==> src/rtl/ifb_pkg.sv <==
// Shared types and constants for the instruction fetch buffer.
package ifb_pkg;

  localparam int INSTR_W = 32;
  localparam logic [INSTR_W-1:0] NOP_INSTR = 32'h0000_0013;
  localparam logic [31:0] PC_STEP = 32'd4;

  typedef enum logic [1:0] {
    IDLE = 2'd0,
    REQ  = 2'd1,
    DROP = 2'd2
  } ifb_state_e;

  function automatic logic [31:0] word_align(input logic [31:0] addr);
    return addr & ~32'h0000_0003;
  endfunction

endpackage

==> src/rtl/ifb_fifo.sv <==
// Prefetch FIFO: DEPTH entries (power of two), flush wins over push/pop, NOP when empty.
module ifb_fifo
  import ifb_pkg::*;
#(
  parameter int DEPTH = 4,
  localparam int AW = $clog2(DEPTH),
  localparam int CW = AW + 1
) (
  input  logic               clk,
  input  logic               srst,
  input  logic               push,
  input  logic               pop,
  input  logic               flush,
  input  logic [INSTR_W-1:0] din,
  output logic [INSTR_W-1:0] dout,
  output logic [CW-1:0]      count,
  output logic               full,
  output logic               empty
);

  logic [INSTR_W-1:0] mem [DEPTH];
  logic [AW-1:0]      rd_ptr_reg, wr_ptr_reg;
  logic [CW-1:0]      count_reg;
  logic               push_ok, pop_ok;

  assign empty   = (count_reg == '0);
  assign full    = (count_reg == CW'(DEPTH));
  assign pop_ok  = pop && !empty;
  assign push_ok = push && (!full || pop_ok);

  always_ff @(posedge clk) begin
    if (push_ok && !flush) mem[wr_ptr_reg] <= din;
  end

  always_ff @(posedge clk) begin
    if (srst || flush) begin
      rd_ptr_reg <= '0;
      wr_ptr_reg <= '0;
      count_reg  <= '0;
    end else begin
      if (push_ok) wr_ptr_reg <= wr_ptr_reg + AW'(1);
      if (pop_ok)  rd_ptr_reg <= rd_ptr_reg + AW'(1);
      count_reg <= count_reg + CW'(push_ok) - CW'(pop_ok);
    end
  end

  assign dout  = empty ? NOP_INSTR : mem[rd_ptr_reg];
  assign count = count_reg;

endmodule

==> src/rtl/instr_fetch_buffer.sv <==
// Fetch/prefetch stage: sequential fetch FSM, prefetch FIFO and redirect handling.
// Optional IFB_BYPASS_EN: forwards an ack word straight to the decoder when the FIFO is empty.
module instr_fetch_buffer
  import ifb_pkg::*;
#(
  parameter int          DEPTH    = 4,
  parameter logic [31:0] RESET_PC = 32'h0000_0000
) (
  input  logic        cpu_clk,
  input  logic        cpu_rst,
  input  logic        redirect,
  input  logic [31:0] redirect_addr,
  output logic        imem_req,
  output logic [31:0] imem_addr,
  input  logic        imem_ack,
  input  logic [31:0] imem_rdata,
  output logic [31:0] cpu_instruction,
  output logic        instruction_RDY_BSY,
  input  logic        decoder_rdy_bsy
);

  localparam int CW = $clog2(DEPTH) + 1;

  ifb_state_e   state_reg, state_next;
  logic [31:0]  fetch_addr_reg, fetch_addr_next;
  logic [31:0]  imem_addr_reg, imem_addr_next;
  logic         imem_req_reg, imem_req_next;

  logic               fifo_push, fifo_pop, fifo_full, fifo_empty;
  logic [CW-1:0]      fifo_count;
  logic [INSTR_W-1:0] fifo_dout;
  logic               resp_keep, bypass_hit, bypass_take, space;
  logic [CW:0]        occ_next;

  // A response is kept only for a live request that is not being redirected away.
  assign resp_keep = (state_reg == REQ) && imem_ack && !redirect;

`ifdef IFB_BYPASS_EN
  assign bypass_hit = resp_keep && fifo_empty;
`else
  assign bypass_hit = 1'b0;
`endif

  assign bypass_take = bypass_hit && decoder_rdy_bsy;
  assign fifo_push   = resp_keep && !bypass_take && (!fifo_full || fifo_pop);
  assign fifo_pop    = !fifo_empty && decoder_rdy_bsy && !redirect;
  assign occ_next    = {1'b0, fifo_count} + (CW+1)'(fifo_push) - (CW+1)'(fifo_pop);
  assign space       = occ_next < (CW+1)'(DEPTH);

  ifb_fifo #(.DEPTH(DEPTH)) u_fifo (
    .clk   (cpu_clk),
    .srst  (cpu_rst),
    .push  (fifo_push),
    .pop   (fifo_pop),
    .flush (redirect),
    .din   (imem_rdata),
    .dout  (fifo_dout),
    .count (fifo_count),
    .full  (fifo_full),
    .empty (fifo_empty)
  );

  always_comb begin
    state_next      = state_reg;
    fetch_addr_next = fetch_addr_reg;
    imem_req_next   = imem_req_reg;
    imem_addr_next  = imem_addr_reg;
    if (redirect) begin
      fetch_addr_next = word_align(redirect_addr);
      case (state_reg)
        REQ: begin
          if (imem_ack) begin
            state_next    = IDLE;
            imem_req_next = 1'b0;
          end else begin
            state_next    = DROP;
          end
        end
        DROP: begin
          if (imem_ack) begin
            state_next    = IDLE;
            imem_req_next = 1'b0;
          end
        end
        default: ;
      endcase
    end else begin
      case (state_reg)
        IDLE: begin
          if (space) begin
            state_next     = REQ;
            imem_req_next  = 1'b1;
            imem_addr_next = fetch_addr_reg;
          end
        end
        REQ: begin
          if (imem_ack) begin
            fetch_addr_next = fetch_addr_reg + PC_STEP;
            if (space) begin
              imem_addr_next = fetch_addr_reg + PC_STEP;
            end else begin
              state_next    = IDLE;
              imem_req_next = 1'b0;
            end
          end
        end
        DROP: begin
          if (imem_ack) begin
            state_next    = IDLE;
            imem_req_next = 1'b0;
          end
        end
        default: begin
          state_next    = IDLE;
          imem_req_next = 1'b0;
        end
      endcase
    end
  end

  always_ff @(posedge cpu_clk) begin
    if (cpu_rst) begin
      state_reg      <= IDLE;
      fetch_addr_reg <= RESET_PC;
      imem_req_reg   <= 1'b0;
      imem_addr_reg  <= RESET_PC;
    end else begin
      state_reg      <= state_next;
      fetch_addr_reg <= fetch_addr_next;
      imem_req_reg   <= imem_req_next;
      imem_addr_reg  <= imem_addr_next;
    end
  end

  assign imem_req            = imem_req_reg;
  assign imem_addr           = imem_addr_reg;
  assign cpu_instruction     = bypass_hit ? imem_rdata : fifo_dout;
  assign instruction_RDY_BSY = bypass_hit || !fifo_empty;

endmodule
==> config.mk <==
export PLATFORM = sky130hd
export DESIGN_NAME = instr_fetch_buffer
export DESIGN_NICKNAME = d
export VERILOG_FILES = /design/src/rtl/ifb_pkg.sv /design/src/rtl/ifb_fifo.sv /design/src/rtl/instr_fetch_buffer.sv
export SDC_FILE = /design/constraint.sdc
export NUM_CORES = 1
export LEC_CHECK = 0
export BUFFER_PORTS_ARGS = -buffer_cell sky130_fd_sc_hd__buf_2
export CORE_ASPECT_RATIO = 1.25
export CORE_MARGIN = 2
export CORE_UTILIZATION = 35
export CTS_BUF_LIST = sky130_fd_sc_hd__clkbuf_4 sky130_fd_sc_hd__clkbuf_8
export CTS_CLUSTER_DIAMETER = 80
export DETAILED_ROUTE_END_ITERATION = 7
export GPL_TIMING_DRIVEN = 0
export HOLD_SLACK_MARGIN = 0.08
export PLACE_DENSITY = 0.59
export SYNTH_ARGS = -nofsm -noshare
export SYNTH_HDL_FRONTEND = slang
export SYNTH_SLANG_ARGS = --single-unit
==> constraint.sdc <==
create_clock -name cpu_clk -period 5.05 [get_ports cpu_clk]
set_clock_uncertainty 0.15 [all_clocks]
set_input_delay 0.2525 -clock cpu_clk [delete_from_list [all_inputs] [get_ports cpu_clk]]
set_output_delay 0.2525 -clock cpu_clk [all_outputs]
set_load 0.005 [all_outputs]
==> summary.txt <==
Status
  – Status: finished, final reports clean

Clocking
  – Clk buf depth: 2
  – # Post-CTS Setup Buffers: 0
  – Max H-tree Level: 4
  – Skew-Pair Late Insertion Delay: 470 ps
  – TritonCTS clock tree: yes
  – Clock Tree Root: clkbuf_8
  – CTS buffer count: 17
  – Clock sinks: 200
  – Clock slew at reported path FFs: 110 ps

Floorplan
  – Area of the core: 25930 um2
  – Die width: 148.9 um
  – I/O Pins: 135
  – Initial core utilization: 35.41%
  – Die Ht: 185.1 um
  – Die footprint: 27550 um2
  – Rows: 66

Synthesis
  – Mux cell area share after synthesis: 8.504%
  – Syn avg cell area: 12.93 um2
  – Area share of xor/xnor cells in the synthesized design: 5.724%
  – Synth Flop Type: edfxtp_1
  – Asr flop ratio synth: 0%
  – Synth Instances: 710
  – Top cells by area, synth: edfxtp_1 (42%), dfxtp_1 (16%), mux4_2 (7.8%), a211oi_2 (4.1%), xor2_1 (3.2%)
  – Synth Register Bits: 200
  – Largest family of logic cells by synthesized area: simple AND/OR/NAND/NOR gates
  – Share of the synthesized area in the top cell type: 41.86%
  – Mapped Area: 9181 um2
  – Register area share after synthesis: 57.56%
  – EDFF count, synth: 128
  – Post-synth top cells: edfxtp_1 (128), dfxtp_1 (72), nor2_1 (49), a21oi_1 (48)
  – Most common cell in the synthesized netlist: edfxtp_1
  – Simple-gate portion of the synthesized area: 13.03%
  – Syn. warnings: 0
  – Area fraction in compound gates after synthesis: 9.648%
  – Netlist cell types: 55
  – Cell taking the most area after synthesis: edfxtp_1
  – Post-Synth Adder-Cell Area: 1.990%

STA
  – Crit share post-route: 78.74%
  – Tmin final: 3976 ps
  – Fin. max-slew vios: 0
  – Unrepaired setup endpoints after global routing: false
  – Relative slew slack: 22.22%
  – Setup TNS: 0 ps
  – Endpoints failing hold: 0
  – Setup violation total in the final timing report: 0
  – Worst-margin pin slew: 1158 ps
  – Achievable Freq: 251.5 MHz

Setup path
  – CP Class: reg -> reg
  – Worst path buffer plus inverter count: 3
  – Worst path cell trace: nor3_1, clkbuf_1, nor3b_1, ha_1, inv_1, ha_1, or3b_1, or3_1, o2111a_2, buf_2, a21oi_1, a211oi_2
  – Arrival @ worst endpoint: 4150 ps
  – Slowest Stage Delay on Critical Path: 930 ps
  – Crit-path most repeated cell: ha_1
  – Worst endpoint required time: 5220 ps
  – Slowest stage cell, crit path: nor3_1
  – Kind of launch point of the worst setup path: flip-flop
  – Critical path's top delay family: simple AND/OR/NAND/NOR gates
  – Worst-path fanout max: 10
  – CP Capture Type: flip-flop
  – Critical Path Source: u_fifo.count[1]
  – R2r startpoint: u_fifo.count[1]

Global route
  – Vias in the first global route: 6499
  – Largest net degree at the start of global routing: 26
  – Met2 usage: 29.96%
  – Remaining global-route overflow: 0
  – Busiest grt layer: met2
  – GRT Overall Usage: 16.39%
  – Met3 Use GR: 4.039%
  – Initial antenna violation count: 0
  – First-pass GRT wire length: 34510 um
  – Met1 GRT Util: 18.99%

Detailed routing
  – Detailed router's first-iteration violation count: 219
  – Routed vias: 6310
  – DRC errors left: 0
  – Vias per cell: 4.941
  – Post-DRT Antenna Nets: 0
  – WL/cell: 17.17 um
  – Routed WL: 21930 um
  – Drt pass-1 iters: 5

Placed design
  – IO Port Bufs: 128
  – Hpwl dp: 15160 um
  – Placed cell area: 10340 um2
  – Gpl congestion: 0.8156
  – Inst Count DP: 1183

Cells and area
  – Final nets: 1007
  – Final core occ: 43.67%
  – Layout cells sized above 1: 28.50%
  – Fin area: 11320 um2
  – Area taken by multi-input logic gates: 3583 um2
  – Register area: 5285 um2
  – Area Growth Syn to Fin: 23.34%
  – # fillers: 2425
  – Max FFs per register: 128
  – Diodes inserted: 0
  – Post-route insts no fill: 1277

Power and ir drop
  – VDD IR max: 0.2157 mV
  – Pwr Total: 0.003326 W
  – Power density cells: 293.7 nW/um2
  – Leakage: 4.033 nW

Worst hold path
  – Hold Crit Class: in -> reg
  – Worst Hold Launch: decoder_rdy_bsy

Run
  – Max Cap Viol: 0
## cell families (layout without fill, tap and decap cells)
family,Yosys count,after routing
AND/OR/NAND/NOR,212,212
flip-flops,200,200
AO/OA/AOI/OAI,116,116
buffers and inverters,69,295
XOR/XNOR,60,60
multiplexers,38,38
adder cells (fa/ha/maj),14,14
other,1,2
## cell type report
type / instances / share of cell area, %
well taps: 340 / 3.756
plain buffers: 50 / 2.210
clock buffers: 18 / 2.132
multi-input cells: 442 / 31.64
repair buffers: 194 / 11.84
clock inverters: 14 / 1.116
flip-flops and latches: 200 / 46.67
inverters: 19 / 0.6298
## metal layers
metal / wire length (um) / part of all wire, % / up-vias
met2: 11300 / 52 / 165
met3: 1143 / 5.2 / 20
met5: 0 / 0 / -
li1: - / - / 3056
met4: 330 / 1.5 / 0
met1: 9155 / 42 / 3069
## layout by cell type (no fill, tap or decap), types with 3 or more instances in the layout
cell type / netlist / final
nor4_2: 3 / 3
dlygate4sd3_1: 0 / 62
or2_2: 3 / 3
and3_1: 10 / 10
nor2_1: 49 / 49
or3_1: 4 / 4
edfxtp_1: 128 / 128
inv_1: 19 / 19
mux4_2: 32 / 32
mux2i_1: 6 / 6
buf_6: 4 / 4
buf_2: 12 / 140
xor2_1: 34 / 34
buf_12: 0 / 4
clkbuf_1: 24 / 24
a21oi_1: 48 / 48
o21ai_0: 9 / 9
buf_1: 4 / 4
clkbuf_8: 0 / 17
xnor2_1: 26 / 26
dfxtp_1: 72 / 72
a211oi_2: 30 / 30
inv_8: 0 / 4
and2_2: 0 / 4
nor3_1: 10 / 10
nand2_1: 34 / 34
nor4_1: 10 / 10
nor4_4: 3 / 3
ha_1: 13 / 13
a211oi_1: 15 / 15
nor2b_1: 32 / 32
nand3_1: 28 / 28
nand4_1: 9 / 9
inv_6: 0 / 7
a31oi_1: 4 / 4
buf_4: 4 / 4
## stage by stage
step | hold WS [ps] | setup WS [ps]
after global placement | 316.8 | 864.5
after CTS | 163.6 | 799.1
after floorplan | 201.4 | 2005
after global routing | 202.3 | 605.2
after detailed placement | 320.0 | 831.6
final | 202.9 | 1074
## final timing paths
check                         end  slack (ps)  cells after the start
min reg2reg             flip-flop         390                      2
max                 imem_addr[29]        1070                     12
min          u_fifo.rd_ptr_reg[0]         200                      4
max reg2reg         imem_addr[29]        1070                     12
## tightest hold or removal path, delay by kind of cell
kind | cells | cell delay, ps
buffers and inverters | 1 | 120
and+or+nand+nor | 2 | 250
xor gates and xnor gates | 1 | 150
## power breakdown
group | switching (W) | internal (W) | total (W)
clock | 0.000611 | 0.000370 | 0.000981
combinational | 0.000265 | 0.000225 | 0.000489
sequential | 0.0000463 | 0.00181 | 0.00186
## what timing repair did
action	in CTS	in global routing
hold endpoints to repair	158	0
resized for setup	0	0
hold buffers	62	0
Note: power is estimated with default switching activity, not from simulation.
